### config.mk
export PLATFORM = sky130hd
export DESIGN_NAME = sparc_ctrl_sequencer_flat
export DESIGN_NICKNAME = d
export VERILOG_FILES = /design/src/rtl/sparc_ctrl_sequencer_pkg.sv /design/src/rtl/sparc_ctrl_sequencer_if.sv /design/src/rtl/sparc_ctrl_sequencer_timer.sv /design/src/rtl/sparc_ctrl_sequencer.sv /design/src/flat_wrapper.sv
export SDC_FILE = /design/constraint.sdc
export NUM_CORES = 1
export LEC_CHECK = 0
export ABC_AREA = 1
export CORE_MARGIN = 1
export CORE_UTILIZATION = 35
export CTS_CLUSTER_SIZE = 14
export DETAILED_ROUTE_END_ITERATION = 8
export DONT_BUFFER_PORTS = 1
export PLACE_DENSITY = 0.55
export SETUP_SLACK_MARGIN = 0.5
export SLEW_MARGIN = 30
export SYNTH_ARGS = -nofsm -noshare
export SYNTH_HDL_FRONTEND = slang
export SYNTH_SLANG_ARGS = --single-unit
### constraint.sdc
create_clock -name clk -period 1.91 [get_ports clk]
set_clock_uncertainty 0.1 [all_clocks]
set_input_delay 0.0955 -clock clk [delete_from_list [all_inputs] [get_ports clk]]
set_output_delay 0.0955 -clock clk [all_outputs]
set_load 0.02 [all_outputs]
### src/rtl/sparc_ctrl_sequencer_pkg.sv
// Shared encodings for the SPARC multicycle control sequencer: state codes,
// instruction field values and next-PC select codes.
package sparc_ctrl_pkg;

  typedef enum logic [3:0] {
    S_IDLE   = 4'd0,
    S_FETCH  = 4'd1,
    S_FWAIT  = 4'd2,
    S_DECODE = 4'd3,
    S_EXEC   = 4'd4,
    S_MADDR  = 4'd5,
    S_MWAIT  = 4'd6,
    S_WB     = 4'd7,
    S_BRANCH = 4'd8,
    S_HALT   = 4'd9,
    S_FAULT  = 4'd10
  } state_e;

  localparam logic [1:0] OP_BR    = 2'd0;
  localparam logic [1:0] OP_CALL  = 2'd1;
  localparam logic [1:0] OP_ARITH = 2'd2;
  localparam logic [1:0] OP_MEM   = 2'd3;

  localparam logic [2:0] OP2_BICC = 3'b010;
  localparam logic [5:0] OP3_LD   = 6'b000000;
  localparam logic [5:0] OP3_ST   = 6'b000100;
  localparam logic [3:0] COND_BA  = 4'b1000;

  localparam logic [1:0] PC_SEL_NPC  = 2'd0;
  localparam logic [1:0] PC_SEL_BR   = 2'd1;
  localparam logic [1:0] PC_SEL_CALL = 2'd2;

  function automatic logic bicc_taken(input logic [3:0] cond, input logic cond_true);
    return cond_true || (cond == COND_BA);
  endfunction

endpackage

### src/rtl/sparc_ctrl_sequencer_if.sv
// Control bundle between the sequencer, the datapath and the RAM.
// Handshake: mov (valid) rises with a request and holds, rw stable, until the cycle mfc (ready) is seen high.
interface sparc_ctrl_sequencer_if;
  logic [31:0] ir;
  logic        cond_true;
  logic        mfc;
  logic        mov;
  logic        rw;
  logic        mar_ld;
  logic        mdr_ld;
  logic        ir_ld;
  logic        pc_ld;
  logic        npc_ld;
  logic        rf_we;
  logic        cc_we;
  logic        mar_sel;
  logic [1:0]  pc_sel;

  modport master (
    input  ir, cond_true, mfc,
    output mov, rw, mar_ld, mdr_ld, ir_ld, pc_ld, npc_ld, rf_we, cc_we, mar_sel, pc_sel
  );

  modport slave (
    output ir, cond_true, mfc,
    input  mov, rw, mar_ld, mdr_ld, ir_ld, pc_ld, npc_ld, rf_we, cc_we, mar_sel, pc_sel
  );
endinterface

### src/rtl/sparc_ctrl_sequencer_timer.sv
// Memory-wait watchdog: counts wait cycles without mfc and flags the cycle
// whose increment would bring the count to MEM_TIMEOUT.
module sparc_mem_wait_timer #(
  parameter int MEM_TIMEOUT = 16
) (
  input  logic clk,
  input  logic rst_n,
  input  logic i_clear,
  input  logic i_en,
  output logic o_expired
);
  localparam int CW = $clog2(MEM_TIMEOUT + 1);
  localparam logic [CW-1:0] LAST = CW'(MEM_TIMEOUT - 1);

  logic [CW-1:0] r_count;

  always_ff @(posedge clk) begin
    if (!rst_n) begin
      r_count <= '0;
    end else if (i_clear) begin
      r_count <= '0;
    end else if (i_en) begin
      r_count <= r_count + CW'(1);
    end
  end

  assign o_expired = i_en && (r_count == LAST);

endmodule

### src/rtl/sparc_ctrl_sequencer.sv
// Multicycle control sequencer for the SPARC datapath: walks fetch, decode,
// execute, memory and writeback for one instruction at a time.
module sparc_ctrl_sequencer
  import sparc_ctrl_pkg::*;
#(
  parameter int MEM_TIMEOUT = 16,
  parameter int STATE_W     = 4
) (
  input  logic                   clk,
  input  logic                   rst_n,
  input  logic                   start,
  input  logic                   finish,
  sparc_ctrl_sequencer_if.master bus,
  output logic                   busy,
  output logic                   fault,
  output logic [STATE_W-1:0]     state
);

  state_e     r_state, w_next;
  logic       r_mov, r_fault;
  logic [1:0] w_op;
  logic [2:0] w_op2;
  logic [5:0] w_op3;
  logic [3:0] w_cond;
  logic       w_is_ld, w_is_st, w_in_wait, w_expired, w_mfc_ok;
  logic       w_mar_ld, w_mdr_ld, w_ir_ld, w_pc_ld, w_npc_ld, w_rf_we, w_cc_we;
  logic       w_mar_sel, w_rw;
  logic [1:0] w_pc_sel;
  logic       w_unused_ir;

  assign w_op        = bus.ir[31:30];
  assign w_cond      = bus.ir[28:25];
  assign w_op2       = bus.ir[24:22];
  assign w_op3       = bus.ir[24:19];
  assign w_unused_ir = ^{bus.ir[29], bus.ir[18:0]};
  assign w_is_ld     = (w_op3 == OP3_LD);
  assign w_is_st     = (w_op3 == OP3_ST);
  assign w_in_wait   = (r_state == S_FWAIT) || (r_state == S_MWAIT);
  // finish outranks a completing mfc, so no completion-side enables fire then.
  assign w_mfc_ok    = bus.mfc && !finish;

  sparc_mem_wait_timer #(.MEM_TIMEOUT(MEM_TIMEOUT)) u_timer (
    .clk       (clk),
    .rst_n     (rst_n),
    .i_clear   ((r_state == S_FETCH) || (r_state == S_MADDR)),
    .i_en      (w_in_wait && !bus.mfc),
    .o_expired (w_expired)
  );

  always_comb begin
    w_next    = r_state;
    w_mar_ld  = 1'b0;
    w_mdr_ld  = 1'b0;
    w_ir_ld   = 1'b0;
    w_pc_ld   = 1'b0;
    w_npc_ld  = 1'b0;
    w_rf_we   = 1'b0;
    w_cc_we   = 1'b0;
    w_mar_sel = 1'b0;
    w_rw      = 1'b0;
    w_pc_sel  = PC_SEL_NPC;
    case (r_state)
      S_IDLE:   if (start) w_next = S_FETCH;
      S_FETCH: begin
        w_mar_ld = 1'b1;
        w_next   = S_FWAIT;
      end
      S_FWAIT: begin
        w_rw = 1'b1;
        if (bus.mfc) begin
          w_ir_ld = w_mfc_ok;
          w_next  = S_DECODE;
        end else if (w_expired) begin
          w_next = S_FAULT;
        end
      end
      S_DECODE: begin
        case (w_op)
          OP_ARITH: w_next = S_EXEC;
          OP_MEM:   w_next = (w_is_ld || w_is_st) ? S_MADDR : S_FAULT;
          OP_CALL:  w_next = S_BRANCH;
          default:  w_next = (w_op2 == OP2_BICC) ? S_BRANCH : S_FAULT;
        endcase
      end
      S_EXEC: begin
        w_rf_we  = 1'b1;
        w_cc_we  = w_op3[4];
        w_pc_ld  = 1'b1;
        w_npc_ld = 1'b1;
        w_next   = S_FETCH;
      end
      S_MADDR: begin
        w_mar_sel = 1'b1;
        w_mar_ld  = 1'b1;
        w_mdr_ld  = w_is_st;
        w_next    = S_MWAIT;
      end
      S_MWAIT: begin
        w_rw = !w_is_st;
        if (bus.mfc) begin
          if (w_is_st) begin
            w_pc_ld  = w_mfc_ok;
            w_npc_ld = w_mfc_ok;
            w_next   = S_FETCH;
          end else begin
            w_mdr_ld = w_mfc_ok;
            w_next   = S_WB;
          end
        end else if (w_expired) begin
          w_next = S_FAULT;
        end
      end
      S_WB: begin
        w_rf_we  = 1'b1;
        w_pc_ld  = 1'b1;
        w_npc_ld = 1'b1;
        w_next   = S_FETCH;
      end
      S_BRANCH: begin
        w_pc_ld  = 1'b1;
        w_npc_ld = 1'b1;
        if (w_op == OP_CALL) begin
          w_pc_sel = PC_SEL_CALL;
          w_rf_we  = 1'b1;
        end else if (bicc_taken(w_cond, bus.cond_true)) begin
          w_pc_sel = PC_SEL_BR;
        end
        w_next = S_FETCH;
      end
      S_HALT:   w_next = S_HALT;
      S_FAULT:  w_next = S_FAULT;
      default:  w_next = S_FAULT;
    endcase
    if (finish && (r_state != S_FAULT)) w_next = S_HALT;
  end

  always_ff @(posedge clk) begin
    if (!rst_n) begin
      r_state <= S_IDLE;
      r_mov   <= 1'b0;
      r_fault <= 1'b0;
    end else begin
      r_state <= w_next;
      r_mov   <= (w_next == S_FWAIT) || (w_next == S_MWAIT);
      if (w_next == S_FAULT) r_fault <= 1'b1;
    end
  end

  assign bus.mov     = r_mov;
  assign bus.rw      = w_rw;
  assign bus.mar_ld  = w_mar_ld;
  assign bus.mdr_ld  = w_mdr_ld;
  assign bus.ir_ld   = w_ir_ld;
  assign bus.pc_ld   = w_pc_ld;
  assign bus.npc_ld  = w_npc_ld;
  assign bus.rf_we   = w_rf_we;
  assign bus.cc_we   = w_cc_we;
  assign bus.mar_sel = w_mar_sel;
  assign bus.pc_sel  = w_pc_sel;

  assign busy  = !(r_state inside {S_IDLE, S_HALT, S_FAULT});
  assign fault = r_fault;
  assign state = STATE_W'(r_state);

endmodule

### src/flat_wrapper.sv
// flat-port wrapper written by rule: the top's interface ports become plain ports
module sparc_ctrl_sequencer_flat import sparc_ctrl_pkg::*;
#(
  parameter int MEM_TIMEOUT = 16,
  parameter int STATE_W     = 4
)
  (clk, rst_n, start, finish, busy, fault, state, bus_ir, bus_cond_true, bus_mfc, bus_mov, bus_rw, bus_mar_ld, bus_mdr_ld, bus_ir_ld, bus_pc_ld, bus_npc_ld, bus_rf_we, bus_cc_we, bus_mar_sel, bus_pc_sel);
  sparc_ctrl_sequencer_if bus_i ();
  input  logic clk;
  input  logic rst_n;
  input  logic start;
  input  logic finish;
  output logic busy;
  output logic fault;
  output logic [STATE_W-1:0] state;
  input wire logic [$bits(bus_i.ir)-1:0] bus_ir;
  input wire logic [$bits(bus_i.cond_true)-1:0] bus_cond_true;
  input wire logic [$bits(bus_i.mfc)-1:0] bus_mfc;
  output wire logic [$bits(bus_i.mov)-1:0] bus_mov;
  output wire logic [$bits(bus_i.rw)-1:0] bus_rw;
  output wire logic [$bits(bus_i.mar_ld)-1:0] bus_mar_ld;
  output wire logic [$bits(bus_i.mdr_ld)-1:0] bus_mdr_ld;
  output wire logic [$bits(bus_i.ir_ld)-1:0] bus_ir_ld;
  output wire logic [$bits(bus_i.pc_ld)-1:0] bus_pc_ld;
  output wire logic [$bits(bus_i.npc_ld)-1:0] bus_npc_ld;
  output wire logic [$bits(bus_i.rf_we)-1:0] bus_rf_we;
  output wire logic [$bits(bus_i.cc_we)-1:0] bus_cc_we;
  output wire logic [$bits(bus_i.mar_sel)-1:0] bus_mar_sel;
  output wire logic [$bits(bus_i.pc_sel)-1:0] bus_pc_sel;
  assign bus_i.ir = bus_ir;
  assign bus_i.cond_true = bus_cond_true;
  assign bus_i.mfc = bus_mfc;
  assign bus_mov = bus_i.mov;
  assign bus_rw = bus_i.rw;
  assign bus_mar_ld = bus_i.mar_ld;
  assign bus_mdr_ld = bus_i.mdr_ld;
  assign bus_ir_ld = bus_i.ir_ld;
  assign bus_pc_ld = bus_i.pc_ld;
  assign bus_npc_ld = bus_i.npc_ld;
  assign bus_rf_we = bus_i.rf_we;
  assign bus_cc_we = bus_i.cc_we;
  assign bus_mar_sel = bus_i.mar_sel;
  assign bus_pc_sel = bus_i.pc_sel;
  sparc_ctrl_sequencer #(.MEM_TIMEOUT(MEM_TIMEOUT), .STATE_W(STATE_W)) u_core (.clk(clk), .rst_n(rst_n), .start(start), .finish(finish), .bus(bus_i), .busy(busy), .fault(fault), .state(state));
endmodule
Word level (Yosys, flattened, before mapping)
Index checks and enable logic that the tools add are counted.
- flip-flop bits (word level): 11
- input bits: 38
- output and inout port bits: 18
- logic and storage cells: 74
- add/subtract/negate cells: 1
- eq/ne operators: 21
- mux-type cells: 27
- bitwise gates (word level): 1
- reductions and logical operators: 20
- operators by type and width (cell ; count):
    one-hot mux 4 bit (8 select lines) ; 1
    2-to-1 mux 4 bit ; 6
    equality test 4 x 3 -> 1 bit (second input constant) ; 5
    equality test 4 bit (second input constant) ; 5
    equality test 4 x 2 -> 1 bit (second input constant) ; 3
    one-hot mux 4 bit (3 select lines) ; 1
    2-to-1 mux 1 bit ; 11
    one-hot mux 1 bit (2 select lines) ; 4
    equality test 6 x 3 -> 1 bit (second input constant) ; 1
    zero test 6 bit ; 1
    2-to-1 mux 2 bit ; 3
    OR reduction 2 bit ; 3
    adder 5 x 1 -> 5 bit (second input constant) ; 1
    equality test 5 x 4 -> 1 bit (second input constant) ; 1
    logical OR 1 bit ; 5
    equality test 2 bit (second input constant) ; 2
    equality test 4 x 1 -> 1 bit (second input constant) ; 1
    logical AND 1 bit ; 4
    zero test 1 bit ; 4
    zero test 4 bit ; 1
    != test 4 bit (second input constant) ; 1
    equality test 3 x 2 -> 1 bit (second input constant) ; 1
    2-to-1 mux 3 bit ; 1
    nonzero test 3 bit ; 1
    3 further kinds ; 3

Depth between registers and ports, before layout
- word-level depth: 10
- depth in mapped cells: 11
- depth with buffers taken out: 11

Hierarchy
A second synthesis with hierarchy kept.
- cells, all modules: 145
- area total of the unflattened synthesis: 947.2 µm²
- modules (own cells, without submodules) (module ; times used ; cells an instance ; area each (µm²) ; sequential area each (µm²)):
    sparc_ctrl_sequencer ; 1 ; 113 ; 688.2 ; 120.1
    sparc_mem_wait_timer ; 1 ; 32 ; 259.0 ; 100.1

Worst setup path after synthesis
No wires, ideal clock.
- path kind: register to output
- from: reg u_core.r_state[3], in the netlist u_core.state[3]
- to: out bus_rf_we
- arrival: 1.652 ns
- required time: 1.714 ns
- slack: 0.062 ns
- cell stages (with the launch flop): 6
- buffers on the path: 0
- path through: dfxtp_1 inv_2 nor2_2 nand2_1 nor3_1 nand3b_1
- word-level cells in the longest chain between the ends: 3
- elaborated cells between the ends (all ways): 5
- classes of those cells: eq/ne: 3; mux: 1; reduce/logical: 1
- RTL lines (element ; line ; text):
    start: declaration ; sparc_ctrl_sequencer.sv:19 ; state_e r_state, w_next;
    start signal: assignment ; sparc_ctrl_sequencer.sv:143 ; r_state <= w_next;
    equality test 4 x 3 -> 1 bit ; sparc_ctrl_sequencer.sv:62 ; case (r_state)
    OR reduction 2 bit (no source line) ; -- ;
    one-hot mux 1 bit (2 select lines) * ; sparc_ctrl_sequencer.sv:62 ;
    end: declaration ; flat_wrapper.sv:26 ; output wire logic [$bits(bus_i.rf_we)-1:0] bus_rf_we;
Mark *: on every way between the ends. The rest lies on a longest branch, timed or not.

Worst setup path in the final report
- from: reg u_core.r_state[3], in the netlist u_core.state[3]
- to: out bus_pc_ld
- word-level cells in the longest chain between the ends: 3
- elaborated cells between the ends (all ways): 6
- classes of those cells: eq/ne: 4; mux: 1; reduce/logical: 1
- RTL lines (element ; line ; text):
    equality test 4 x 3 -> 1 bit or equality test 4 bit (tied branches) ; -- ;
    OR reduction 3 bit (no source line) ; -- ;
    one-hot mux 1 bit (2 select lines) * ; -- ;
    end: declaration ; flat_wrapper.sv:24 ; output wire logic [$bits(bus_i.pc_ld)-1:0] bus_pc_ld;
Marks and branches as above.

==> qor.csv <==
stage,metric,value,unit
timing,slew_headroom,76.18,%
detailed_routing,drc_errors,0,
finish,layout-drive-gt1-share,38.41,%
placement,post_dp_cell_area,994.7,um^2
timing,min_period,1.639,ns
finish,finalInstanceArea,1271,um^2
detailed_routing,firstDrtPassIters,3,
critical_path,crit_arrival,1.44,ns
synth,synth_cell_types,26,
timing,tns,0,ns
job,drv_cap,0,
timing,setup_violations,0,
critical_path,required,1.71,ns
detailed_routing,drtIter0Drc,16,
power,leakagePower,0.5857,nW
critical_path,r2r-start,u_core.state[3],
finish,layout_common_cells,"nand2_1 (28), inv_1 (20), nor2_1 (17), nor2_4 (10)",
finish,n_fill_cell,225,
clocking,clock_latency,0.28,ns
hold_path,worstHoldPathType,primary input to register,
floorplanning,ioPinCount,56,
clocking,cts_num_sinks,11,
synth,ys_ff_latch,11,
detailed_routing,ant_nets,0,
finish,register_area,236.5,um^2
floorplanning,dieArea,2729,um^2
clocking,clk_pin_slew_worst_paths,0.07,ns
outcome,status,"finished, final reports clean",
placement,place.gp.congestion,0.8171,
clocking,cts_tree,built,
clocking,h-tree-depth,1,
floorplanning,die_w,52.24,um
floorplanning,coreArea,2297,um^2
floorplanning,row_count,17,
critical_path,r2r-end,u_core.fault,
clocking,cts_root_buf,clkbuf_4,
clocking,cts_buffers,3,
hold_path,worstHoldPathCells,6,
detailed_routing,drt-vias-per-instance,4.833,
finish,multi_input_area,728.2,um^2
timing,hold_violations,0,
power,power_density,473.1,nW/um^2
timing,finalMaxSlewViolations,0,
power,vdd.ir_drop.worst,330.0,uV
hold_path,min_to,u_core.state[2],
critical_path,end_kind,output pin,
finish,area_delta_synth_final,43.91,%
timing,finalCritPeriodShare,85.82,%
finish,final_nets,205,
critical_path,r2r_slack,0.36,ns
global_route,grt-ovfl-total,0,
global_route,antenna_found_initial,0,
power,fin_total_pwr,601.5,uW
critical_path,critPathKind,register to output pin,
synth,ys.warnings.count,0,
critical_path,crit_start,u_core.state[3],
clocking,clock_path_buffers,2,
detailed_routing,wl,2230,um
finish,num_antenna_cells,0,
detailed_routing,post_drt_wl_per_cell,11.61,um
placement,dp_hpwl,1727,um
synth,syn-cell-area,883.3,um^2
global_route,grt_pass1_vias,922,
synth,syn_inst,149,
detailed_routing,vias,928,
synth,yosysSeqAreaShare,24.93,%
critical_path,cp_max_fo,8,
timing,rsz0062_at_grt,true,
synth,syn_nets,189,
finish,final_common_cell,nand2_1,
timing,fmax,610.1,MHz
floorplanning,start_util,38.45,%
critical_path,r2r_cells,10,
global_route,grt_pass1_wl,3774,um
global_route,grt_start_max_net_pins,9,
global_route,track_usage,18.97,%
hold_path,worstHoldStart,bus_ir[31],
placement,portBuffers,0,
critical_path,startpoint_type,register,
floorplanning,die_h,52.24,um
synth,syn_avg_cell_area,5.929,um^2
timing,max_slew.worst_pin.slew,0.3563,ns
stage by stage:
stage          std cells  hold slack, ns  util, %  setup WS [ns]
2_1_floorplan        149          0.1064        -         0.4439
3_3_place_gp         180          0.1141    43.30         0.3847
3_5_place_dp         180          0.1139    43.30         0.3584
4_1_cts              191         0.05413    51.91         0.2285
5_1_grt              192         0.08553    55.34         0.2220
6_report             192         0.05422    55.34         0.2709
sequential cells by signal (all words and copies together), names as in the netlist:
| name | cells |
|---|---|
| u_core.state | 4 |
| u_core.bus.mov | 1 |
| u_core.u_timer.r_count | 5 |
| u_core.fault | 1 |
routing by layer:
metal | vias to the layer above | global-route usage [%] | share of wire, %
met5 | - | 0 | 0
met4 | 0 | 8.333 | 1.8
met3 | 5 | 4.348 | 4.7
met2 | 24 | 36.32 | 51
met1 | 405 | 19.22 | 43
li1 | 494 | - | -
critical path, cell delays in order (launching register included):
cell	delay (ns)
dfxtp_4	0.46
nor2_4	0.07
buf_6	0.11
buf_6	0.11
nand2_4	0.08
nand3_2	0.09
o21bai_4	0.24
cells in the mapped netlist, drive strengths merged:
cell	n	area, um^2
o21ai	6	30.03
a31oi	1	6.260
xor2	1	8.760
nand4	2	12.51
dfxtp	11	220.2
o22ai	1	6.260
ha	2	25.02
nor3	4	20.02
buf	1	7.510
a211oi	1	7.510
nand2	39	166.4
nand3	11	60.06
nand3b	1	7.510
inv	29	108.9
nor3b	2	15.01
nor2	32	152.6
a21oi	3	15.01
o21bai	1	7.510
or2	1	6.260
worst max path at each step:
stage	to	slack [ns]	depth (start not counted)
6_report	bus_pc_ld	0.27	6
5_1_grt	bus_npc_ld	0.22	6
4_1_cts	bus_mdr_ld	0.23	6
3_5_place_dp	u_core.fault	0.36	9
3_3_place_gp	u_core.fault	0.38	9
2_1_floorplan	bus_rf_we	0.44	5
area by class of cell:
class | count | area share (%)
inverter | 29 | 9.154
clock buffer | 4 | 2.067
sequential | 11 | 18.60
tap | 28 | 2.756
timing repair buffer | 12 | 10.14
multi-input combinational | 108 | 57.28
power breakdown:
part | leakage [nW] | switching [mW] | internal [mW] | total [mW]
registers | 0.0925 | 0.0273 | 0.235 | 0.263
clock network | 0.0150 | 0.0833 | 0.0811 | 0.164
logic | 0.478 | 0.108 | 0.0661 | 0.174
total | 0.586 | 0.219 | 0.382 | 0.601
kinds of logic (layout without fill, tap and decap cells):
family	Yosys count	in the layout	share of synthesized area (%)
flip-flops	11	11	24.93
XOR/XNOR	1	1	0.9917
adder cells (fa/ha/maj)	2	2	2.832
AO/OA/AOI/OAI	13	13	8.216
buffers and inverters	30	45	13.17
AND/OR/NAND/NOR	92	92	49.86
what timing repair did:
item | 4_1_cts | 5_1_grt
buffers inserted | 4 | 1
endpoints found under the hold margin | 9 | 0
pin swaps | 14 | 8
resized for setup | 33 | 19
endpoints found under the setup margin | 16 | 22
hold buffers | 3 | 0
(Power assumes the default switching activity.)
